--- config.mk ---
export PLATFORM = sky130hd
export DESIGN_NAME = alu_rs
export DESIGN_NICKNAME = d
export VERILOG_FILES = /design/src/rtl/alu_rs.sv
export SDC_FILE = /design/constraint.sdc
export NUM_CORES = 2
export LEC_CHECK = 0
export CAP_MARGIN = 15
export CORE_ASPECT_RATIO = 1.25
export CORE_MARGIN = 3
export CORE_UTILIZATION = 44
export DETAILED_ROUTE_END_ITERATION = 8
export PLACE_DENSITY = 0.7
export SETUP_SLACK_MARGIN = 0.02
export SYNTH_ARGS = -nofsm -noshare
export SYNTH_HDL_FRONTEND = slang
export SYNTH_SLANG_ARGS = --single-unit
--- constraint.sdc ---
create_clock -name clk_in -period 38.3 [get_ports clk_in]
set_input_delay 7.66 -clock clk_in [delete_from_list [all_inputs] [get_ports clk_in]]
set_output_delay 7.66 -clock clk_in [all_outputs]
set_load 0.005 [all_outputs]
--- src/rtl/alu_rs.sv ---
// alu_rs: reservation station in front of the execute-stage ALU, snooping the CDB for pending operands.
// Optional ALU_RS_BYPASS_EN: an entry may issue in the same cycle its last operand appears on the CDB.
module alu_rs #(
  parameter int unsigned RS_SIZE = 8,
  parameter int unsigned TAG_W   = 4
) (
  input  logic             clk_in,
  input  logic             rst_in,
  input  logic             flush_in,
  input  logic             disp_valid,
  input  logic [2:0]       disp_op,
  input  logic [31:0]      disp_vj,
  input  logic [31:0]      disp_vk,
  input  logic             disp_qj_busy,
  input  logic             disp_qk_busy,
  input  logic [TAG_W-1:0] disp_qj,
  input  logic [TAG_W-1:0] disp_qk,
  input  logic [TAG_W-1:0] disp_dest,
  output logic             full,
  input  logic             cdb_valid,
  input  logic [TAG_W-1:0] cdb_tag,
  input  logic [31:0]      cdb_value,
  output logic [31:0]      alu_rs1,
  output logic [31:0]      alu_rs2,
  output logic [2:0]       alu_op,
  input  logic [31:0]      alu_result,
  output logic             out_valid,
  output logic [TAG_W-1:0] out_tag,
  output logic [31:0]      out_value
);

  localparam int unsigned IDX_W = (RS_SIZE > 1) ? $clog2(RS_SIZE) : 1;

  logic [RS_SIZE-1:0] busy_q, busy_d;
  logic [RS_SIZE-1:0] qj_busy_q, qj_busy_d;
  logic [RS_SIZE-1:0] qk_busy_q, qk_busy_d;
  logic [2:0]         op_q   [RS_SIZE];
  logic [2:0]         op_d   [RS_SIZE];
  logic [31:0]        vj_q   [RS_SIZE];
  logic [31:0]        vj_d   [RS_SIZE];
  logic [31:0]        vk_q   [RS_SIZE];
  logic [31:0]        vk_d   [RS_SIZE];
  logic [TAG_W-1:0]   qj_q   [RS_SIZE];
  logic [TAG_W-1:0]   qj_d   [RS_SIZE];
  logic [TAG_W-1:0]   qk_q   [RS_SIZE];
  logic [TAG_W-1:0]   qk_d   [RS_SIZE];
  logic [TAG_W-1:0]   dest_q [RS_SIZE];
  logic [TAG_W-1:0]   dest_d [RS_SIZE];

  logic               out_valid_q, out_valid_d;
  logic [TAG_W-1:0]   out_tag_q, out_tag_d;
  logic [31:0]        out_value_q, out_value_d;

  logic [RS_SIZE-1:0] j_hit, k_hit, cand;
  logic [31:0]        opj [RS_SIZE];
  logic [31:0]        opk [RS_SIZE];
  logic               free_found, sel_found;
  logic [IDX_W-1:0]   free_idx, sel_idx;
  logic               disp_j_hit, disp_k_hit;

  // Per-entry CDB match and issue eligibility, all from registered state.
  always_comb begin
    j_hit = '0;
    k_hit = '0;
    cand  = '0;
    for (int unsigned i = 0; i < RS_SIZE; i++) begin
      j_hit[i] = qj_busy_q[i] && cdb_valid && (qj_q[i] == cdb_tag);
      k_hit[i] = qk_busy_q[i] && cdb_valid && (qk_q[i] == cdb_tag);
`ifdef ALU_RS_BYPASS_EN
      opj[i]  = j_hit[i] ? cdb_value : vj_q[i];
      opk[i]  = k_hit[i] ? cdb_value : vk_q[i];
      cand[i] = busy_q[i] && (!qj_busy_q[i] || j_hit[i]) && (!qk_busy_q[i] || k_hit[i]);
`else
      opj[i]  = vj_q[i];
      opk[i]  = vk_q[i];
      cand[i] = busy_q[i] && !qj_busy_q[i] && !qk_busy_q[i];
`endif
    end
  end

  always_comb begin
    sel_found  = 1'b0;
    sel_idx    = '0;
    free_found = 1'b0;
    free_idx   = '0;
    for (int unsigned i = 0; i < RS_SIZE; i++) begin
      if (cand[i] && !sel_found) begin
        sel_found = 1'b1;
        sel_idx   = IDX_W'(i);
      end
      if (!busy_q[i] && !free_found) begin
        free_found = 1'b1;
        free_idx   = IDX_W'(i);
      end
    end
  end

  always_comb begin
    full    = &busy_q;
    alu_rs1 = sel_found ? opj[sel_idx]  : '0;
    alu_rs2 = sel_found ? opk[sel_idx]  : '0;
    alu_op  = sel_found ? op_q[sel_idx] : '0;
  end

  assign disp_j_hit = disp_qj_busy && cdb_valid && (disp_qj == cdb_tag);
  assign disp_k_hit = disp_qk_busy && cdb_valid && (disp_qk == cdb_tag);

  always_comb begin
    busy_d      = busy_q;
    qj_busy_d   = qj_busy_q;
    qk_busy_d   = qk_busy_q;
    op_d        = op_q;
    vj_d        = vj_q;
    vk_d        = vk_q;
    qj_d        = qj_q;
    qk_d        = qk_q;
    dest_d      = dest_q;
    out_valid_d = 1'b0;
    out_tag_d   = out_tag_q;
    out_value_d = out_value_q;

    for (int unsigned i = 0; i < RS_SIZE; i++) begin
      if (busy_q[i] && j_hit[i]) begin
        vj_d[i]      = cdb_value;
        qj_busy_d[i] = 1'b0;
      end
      if (busy_q[i] && k_hit[i]) begin
        vk_d[i]      = cdb_value;
        qk_busy_d[i] = 1'b0;
      end
    end

    if (sel_found) begin
      busy_d[sel_idx] = 1'b0;
      out_valid_d     = 1'b1;
      out_tag_d       = dest_q[sel_idx];
      out_value_d     = alu_result;
    end

    // Free slot is chosen from pre-edge state, so an entry issuing now is never reused this cycle.
    if (disp_valid && free_found) begin
      busy_d[free_idx]    = 1'b1;
      op_d[free_idx]      = disp_op;
      qj_d[free_idx]      = disp_qj;
      qk_d[free_idx]      = disp_qk;
      dest_d[free_idx]    = disp_dest;
      vj_d[free_idx]      = disp_j_hit ? cdb_value : disp_vj;
      vk_d[free_idx]      = disp_k_hit ? cdb_value : disp_vk;
      qj_busy_d[free_idx] = disp_qj_busy && !disp_j_hit;
      qk_busy_d[free_idx] = disp_qk_busy && !disp_k_hit;
    end

    if (flush_in) begin
      busy_d      = '0;
      out_valid_d = 1'b0;
      out_tag_d   = out_tag_q;
      out_value_d = out_value_q;
    end
  end

  always_ff @(posedge clk_in or posedge rst_in) begin
    if (rst_in) begin
      busy_q      <= '0;
      qj_busy_q   <= '0;
      qk_busy_q   <= '0;
      out_valid_q <= 1'b0;
      out_tag_q   <= '0;
      out_value_q <= '0;
      for (int unsigned i = 0; i < RS_SIZE; i++) begin
        op_q[i]   <= '0;
        vj_q[i]   <= '0;
        vk_q[i]   <= '0;
        qj_q[i]   <= '0;
        qk_q[i]   <= '0;
        dest_q[i] <= '0;
      end
    end else begin
      busy_q      <= busy_d;
      qj_busy_q   <= qj_busy_d;
      qk_busy_q   <= qk_busy_d;
      op_q        <= op_d;
      vj_q        <= vj_d;
      vk_q        <= vk_d;
      qj_q        <= qj_d;
      qk_q        <= qk_d;
      dest_q      <= dest_d;
      out_valid_q <= out_valid_d;
      out_tag_q   <= out_tag_d;
      out_value_q <= out_value_d;
    end
  end

  assign out_valid = out_valid_q;
  assign out_tag   = out_tag_q;
  assign out_value = out_value_q;

endmodule

# ---- Word-level counts from Yosys, hierarchy flattened
# Index checks and enable logic that the tools add are counted.
dict set report totals {
  input_bits 154
  ramBits 0
  latch_bits 0
  n_memories 0
  register_bits 693
  rom_bits 0
  out_inout_bits 105
  wordCells 319
}
dict set report classes {
  n_shift 0
  n_reduce_logical 128
  multipliers 0
  muxes 106
  n_addsub 0
  eq_ne 18
  bitwise_logic 6
  div 0
  order_cmp 7
}
# operator n
set op_table {}
lappend op_table {{two-way mux 32 bit} 25}
lappend op_table {{bitwise mux 256 bit} 2}
lappend op_table {{two-way mux 256 bit} 2}
lappend op_table {{binary-select mux 32 bit (select 3 bit)} 2}
lappend op_table {{bitwise mux 32 bit} 3}
lappend op_table {{demux 32 bit (select 3 bit)} 1}
lappend op_table {{logical AND 1 bit} 88}
lappend op_table {{equality test 4 bit} 18}
lappend op_table {{two-way mux 3 bit} 16}
lappend op_table {{two-way mux 8 bit} 5}
lappend op_table {{logical NOT 1 bit} 38}
lappend op_table {{two-way mux 1 bit} 38}
lappend op_table {{bitwise mux 24 bit} 1}
lappend op_table {{bitwise mux 8 bit} 2}
lappend op_table {{binary-select mux 4 bit (select 3 bit)} 1}
lappend op_table {{demux 4 bit (select 3 bit)} 1}
lappend op_table {{two-way mux 4 bit} 3}
lappend op_table {{binary-select mux 3 bit (select 3 bit)} 1}
lappend op_table {{demux 3 bit (select 3 bit)} 1}
lappend op_table {{AND 8 bit} 1}
lappend op_table {{>= comparator 4 bit (second input constant)} 2}
lappend op_table {{< comparator 3 x 4 -> 1 bit (second input constant)} 2}
lappend op_table {{NOT 3 -> 4 bit} 2}
lappend op_table {{NOT 8 bit} 1}
lappend op_table {{7 further kinds} 9}

# ---- Longest topological paths before layout
dict set report depth {
  ltp_word 35
  depth_mapped 11
  ltp_nobuf 6
}

# ---- Least setup slack after synthesis
# No wires, ideal clock.
dict set report synth_timing {
  kind {reg2out}
  from {reg busy_q[2]}
  to {out alu_rs1[10]}
  stages_incl_launch_ff 11
  slack_ns 28.580
  n_path_buf 5
  required_ns 30.640
  arrival_time_ns 2.060
  cell_sequence {dfrtp_1 buf_2 or3b_1 nand4_2 o22ai_1 buf_6 buf_6 buf_6 buf_8 mux2i_1 a211oi_1}
}
dict set report synth_between {
  elab_chain_len 24
  word_cells_on_any_way 30
  classes_between {mux: 16; bitwise: 1; reduce/logical: 13}
}
# element line_no
set synth_lines {}
lappend synth_lines {{from (decl)} 34} ;# logic [RS_SIZE-1:0] busy_q, busy_d;
lappend synth_lines {{from (signal assigned)} 178} ;# busy_q <= busy_d;
lappend synth_lines {{logical AND 1 bit * (2 in a row)} 76} ;# cand[i] = busy_q[i] && !qj_busy_q[i] && !qk_busy_q[i];
lappend synth_lines {{logical AND 1 bit *} 87} ;# if (cand[i] && !sel_found) begin
lappend synth_lines {{two-way mux 1 bit} 87}
lappend synth_lines {{logical NOT 1 bit} 87}
lappend synth_lines {{logical AND 1 bit} 87}
lappend synth_lines {{two-way mux 1 bit} 87}
lappend synth_lines {{logical NOT 1 bit} 87}
lappend synth_lines {{logical AND 1 bit} 87}
lappend synth_lines {{(+6 left out)} n/a}
lappend synth_lines {{two-way mux 1 bit} 87}
lappend synth_lines {{logical NOT 1 bit} 87}
lappend synth_lines {{logical AND 1 bit} 87}
lappend synth_lines {{two-way mux 3 bit} 87}
lappend synth_lines {{NOT 3 -> 4 bit (implied by the code)} 100} ;# alu_rs1 = sel_found ? opj[sel_idx] : '0;
lappend synth_lines {{binary-select mux 32 bit (select 3 bit)} 100}
lappend synth_lines {{two-way mux 32 bit (implied by the code) (2 in a row)} 100}
lappend synth_lines {{two-way mux 32 bit *} 100}
lappend synth_lines {{to (decl)} 23} ;# output logic [31:0] alu_rs1,
# Every way passes the cells marked *; elsewhere a longest branch is shown, timed or not. The select of a mux whose other input is x is not followed.

# ---- Final worst setup path
dict set report layout_timing {
  from {reg busy_q[0]}
  to {out alu_rs2[15]}
}
dict set report layout_between {
  elab_chain_len 29
  word_cells_on_any_way 36
  classes_between {mux: 19; bitwise: 1; reduce/logical: 16}
}
# element line_no
set layout_lines {}
lappend layout_lines {{logical AND 1 bit * (2 in a row)} 76}
lappend layout_lines {{two-way mux 1 bit *} 87}
lappend layout_lines {{logical NOT 1 bit} 87}
lappend layout_lines {{logical AND 1 bit} 87}
lappend layout_lines {{two-way mux 1 bit} 87}
lappend layout_lines {{logical NOT 1 bit} 87}
lappend layout_lines {{logical AND 1 bit} 87}
lappend layout_lines {{two-way mux 1 bit} 87}
lappend layout_lines {{(+11 left out)} n/a}
lappend layout_lines {{two-way mux 1 bit} 87}
lappend layout_lines {{logical NOT 1 bit} 87}
lappend layout_lines {{logical AND 1 bit} 87}
lappend layout_lines {{two-way mux 3 bit} 87}
lappend layout_lines {{NOT 3 -> 4 bit (implied by the code)} 101} ;# alu_rs2 = sel_found ? opk[sel_idx] : '0;
lappend layout_lines {{binary-select mux 32 bit (select 3 bit)} 101}
lappend layout_lines {{two-way mux 32 bit (implied by the code) (2 in a row)} 101}
lappend layout_lines {{two-way mux 32 bit *} 101}
lappend layout_lines {{to (decl)} 24} ;# output logic [31:0] alu_rs2,
# Marks and branches as above.

==> reports/metrics.yaml <==
run_status:
  outcome: "finished, final reports clean"
timing:
  finalSetupViolCount: 0
  maxSlewHeadroom_pct: 15.8
  fin_skew_ns: 0.0318
  fin_crit_ns: 12.98
  setup_tns_ns: 0
  finalCritPeriodShare_pct: 33.9
  worst_pin_slew_ns: 1.26
  drv_slew: 0
  rsz0062_at_grt: "no"
  max_freq_mhz: 77.1
  finalHoldViolations: 0
power_and_ir_drop:
  internal-power_w: 0.00147
  power_density_nw_per_um2: 50.2
  switching_share_pct: 28.0
  p_sw_w: 0.000571
  p_leak_nw: 18.0
  clock_power_share_pct: 37.9
  peakVddDrop_v: 0.0000427
  comb_power_share_pct: 18.1
  power_frac_seq_pct: 44.0
hold_path:
  hold_class: "flop to flop"
cts:
  postCtsHoldBufs: 0
  cts_setup_buffers: 0
  cts_tree: "done"
  clock_latency_ns: 0.66
  cts_root_buffer: "clkbuf_16"
  post_cts_resized: 0
  clock_path_buffers: 3
  cts_max_level: 3
  clock-sinks: 693
  cts.clk_slew.worst_paths_ns: 0.06
  cts_buffers: 74
yosys:
  synth_area_um2: 34900
  synth_edf_count: 0
  async_flop_share_pct: 100
  synth.avg_cell_area_um2: 9.55
  synth_ff_type: "dfrtp_1"
  yosysSeqAreaShare_pct: 49.7
  synth_mux_area_share_pct: 11.3
  ys_warn_count: 0
  synth_nets: 3808
  synthSimpleGateAreaFrac_pct: 11.8
  synthAdderAreaFrac_pct: 0
  synth_top_family_by_area: "compound AO/OA/AOI/OAI gates"
  synthXorXnorAreaFrac_pct: 1.81
  synthCells: 3654
  synth_compound_area_share_pct: 19.6
  synth-seq-cells: 693
  ys_types: 58
critical_path:
  critPathCaptureType: "output pin"
  path_max_fanout: 77
  path_class: "flop to output pin"
  required_ns: 30.64
  start_kind: "flop"
  cp.arrival_ns: 5.32
final_layout:
  area_growth_pct: 16.4
  nFillCells: 6950
  drive_gt1_share_pct: 11.2
  layout_common_cells: "712 x nor2_1, 693 x dfrtp_1, 448 x o22ai_1"
  layout_commonest_cell: "nor2_1"
  design_area_um2: 40600
  layout.area.seq_um2: 17300
  multi_input_area_um2: 15600
  fin_nets: 3877
route:
  ant_nets: 0
  viasPerCell: 6.45
  drt-total-wl_um: 135000
  drt_iter0_markers: 4281
  post-route-drc-count: 0
  wire_per_inst_um: 28.0
  drt_pass1_iterations: 6
  vias: 31200
grt:
  grt_max_degree: 181
  grt_antenna_before_repair: 9
  first_global_vias: 30300
  overflow: 0
  grt_use_total_pct: 31.7
  grt_pass1_wl_um: 198000
floorplanning:
  fp.dieH_um: 321
  placementRows: 114
  dieArea_um2: 82700
  initial_core_util_pct: 44.7
  die_w_um: 258
  ios: 259
  coreArea_um2: 78000
placement:
  port_buffers: 258
  gp_congestion: 0.910
  dp_hpwl_um: 80200
  place_area_um2: 38000
run:
  drv_cap: 0
-- logic make-up after synthesis --
family                 Yosys count
AO/OA/AOI/OAI                 1051
XOR/XNOR                        72
buffers and inverters          464
flip-flops                     693
multiplexers                   365
AND/OR/NAND/NOR               1009
-- metrics by stage --
step	instances	hold WS (ns)	utilization, %	setup WS [ns]	total power (W)
2_1_floorplan	3654	0.432	-	11.21	0.00111
4_1_cts	4826	0.465	52.0	25.37	0.00204
3_3_place_gp	4690	0.443	48.7	26.04	0.00126
6_report	4832	0.461	52.1	25.32	0.00204
5_1_grt	4829	0.486	52.1	25.15	0.00211
3_5_place_dp	4690	0.451	48.7	26.05	0.00127
-- layer usage --
metal	wire, µm	GRT usage (%)
met4	10700	23.0
met1	50100	39.9
met3	14500	7.61
met5	19	0.521
met2	60100	47.8
-- state kept, by name, summed over array words and instances, names as in the netlist --
| name | cells |
|---|---|
| out_value | 32 |
| qj_q | 32 |
| out_tag | 4 |
| opj | 256 |
| op_q | 24 |
| qk_busy_q | 8 |
| busy_q | 8 |
| dest_q | 32 |
| out_valid | 1 |
| qj_busy_q | 8 |
| opk | 256 |
| qk_q | 32 |
-- worst max-delay path: stages (launching register included) --
cell	delay (ns)
dfrtp_1	0.49
or3b_1	0.28
nand4_2	0.27
o22ai_4	0.30
buf_4	0.70
buf_4	0.89
mux2_2	0.30
o22ai_1	0.08
a211oi_1	0.64
clkdlybuf4s50_1	0.63
-- synthesized netlist by cell type (all sizes together) (5+ instances only) --
cell     instances  area share [%]
dfrtp          693              50
mux2i          123             3.5
o22ai          449             8.1
o21a            10            0.22
a2111oi          9            0.39
a21oi          207             3.0
or4             14            0.30
nor2           719             7.7
nand2b           5           0.090
clkinv           5           0.054
a32oi           20            0.50
buf            146             2.4
clkbuf         215             2.3
nand3           27            0.42
nor3             5            0.10
nand2          187             2.0
nor3b            7            0.15
xnor2           20            0.50
or3b             7            0.18
o21ai           91             1.3
a211oi          68             1.6
mux2           242             7.8
a22oi          117             2.5
a2bb2oi         65             1.6
xor2            52             1.3
nand4           22            0.41
inv             98             1.1
-- area by class of cell --
cell class              count  share of cell area (%)
repair buffers            354                    8.21
well taps                1044                    3.22
inverters                 103                   0.970
flip-flops and latches    693                    42.7
diodes                      5                  0.0308
clock buffers             113                    5.54
multi-input cells        2497                    38.5
clock inverters            23                   0.844
-- power groups by stage --
stage	sequential, W	clock (W)	combinational (W)
6_report	0.000897	0.000772	0.000369
5_1_grt	0.000906	0.000803	0.000398
4_1_cts	0.000894	0.000776	0.000365
3_5_place_dp	0.000906	0	0.000363
3_3_place_gp	0.000902	0	0.000355
2_1_floorplan	0.000893	0	0.000216
-- path summary, 6_finish.rpt --
| path | start | slack, ns | cells past startpoint | to |
|---|---|---|---|---|
| setup / recovery | busy_q[0]$_DFF_PP0_ | 25.32 | 9 | alu_rs2[15] |
| hold / removal | op_q[3]$_DFFE_PP0P_ | 0.46 | 2 | op_q[3]$_DFFE_PP0P_ |
| setup reg to reg | busy_q[0]$_DFF_PP0_ | 33.86 | 6 | opk[36]$_DFF_PP0_ |
| hold reg to reg | op_q[3]$_DFFE_PP0P_ | 0.46 | 2 | op_q[3]$_DFFE_PP0P_ |
| max in group asynchronous | rst_in | 26.81 | 6 | qk_q[2]$_DFFE_PP0P_ |
| min in group asynchronous | rst_in | 7.57 | 2 | opj[155]$_DFF_PP0_ |
(Power assumes the default switching activity.)
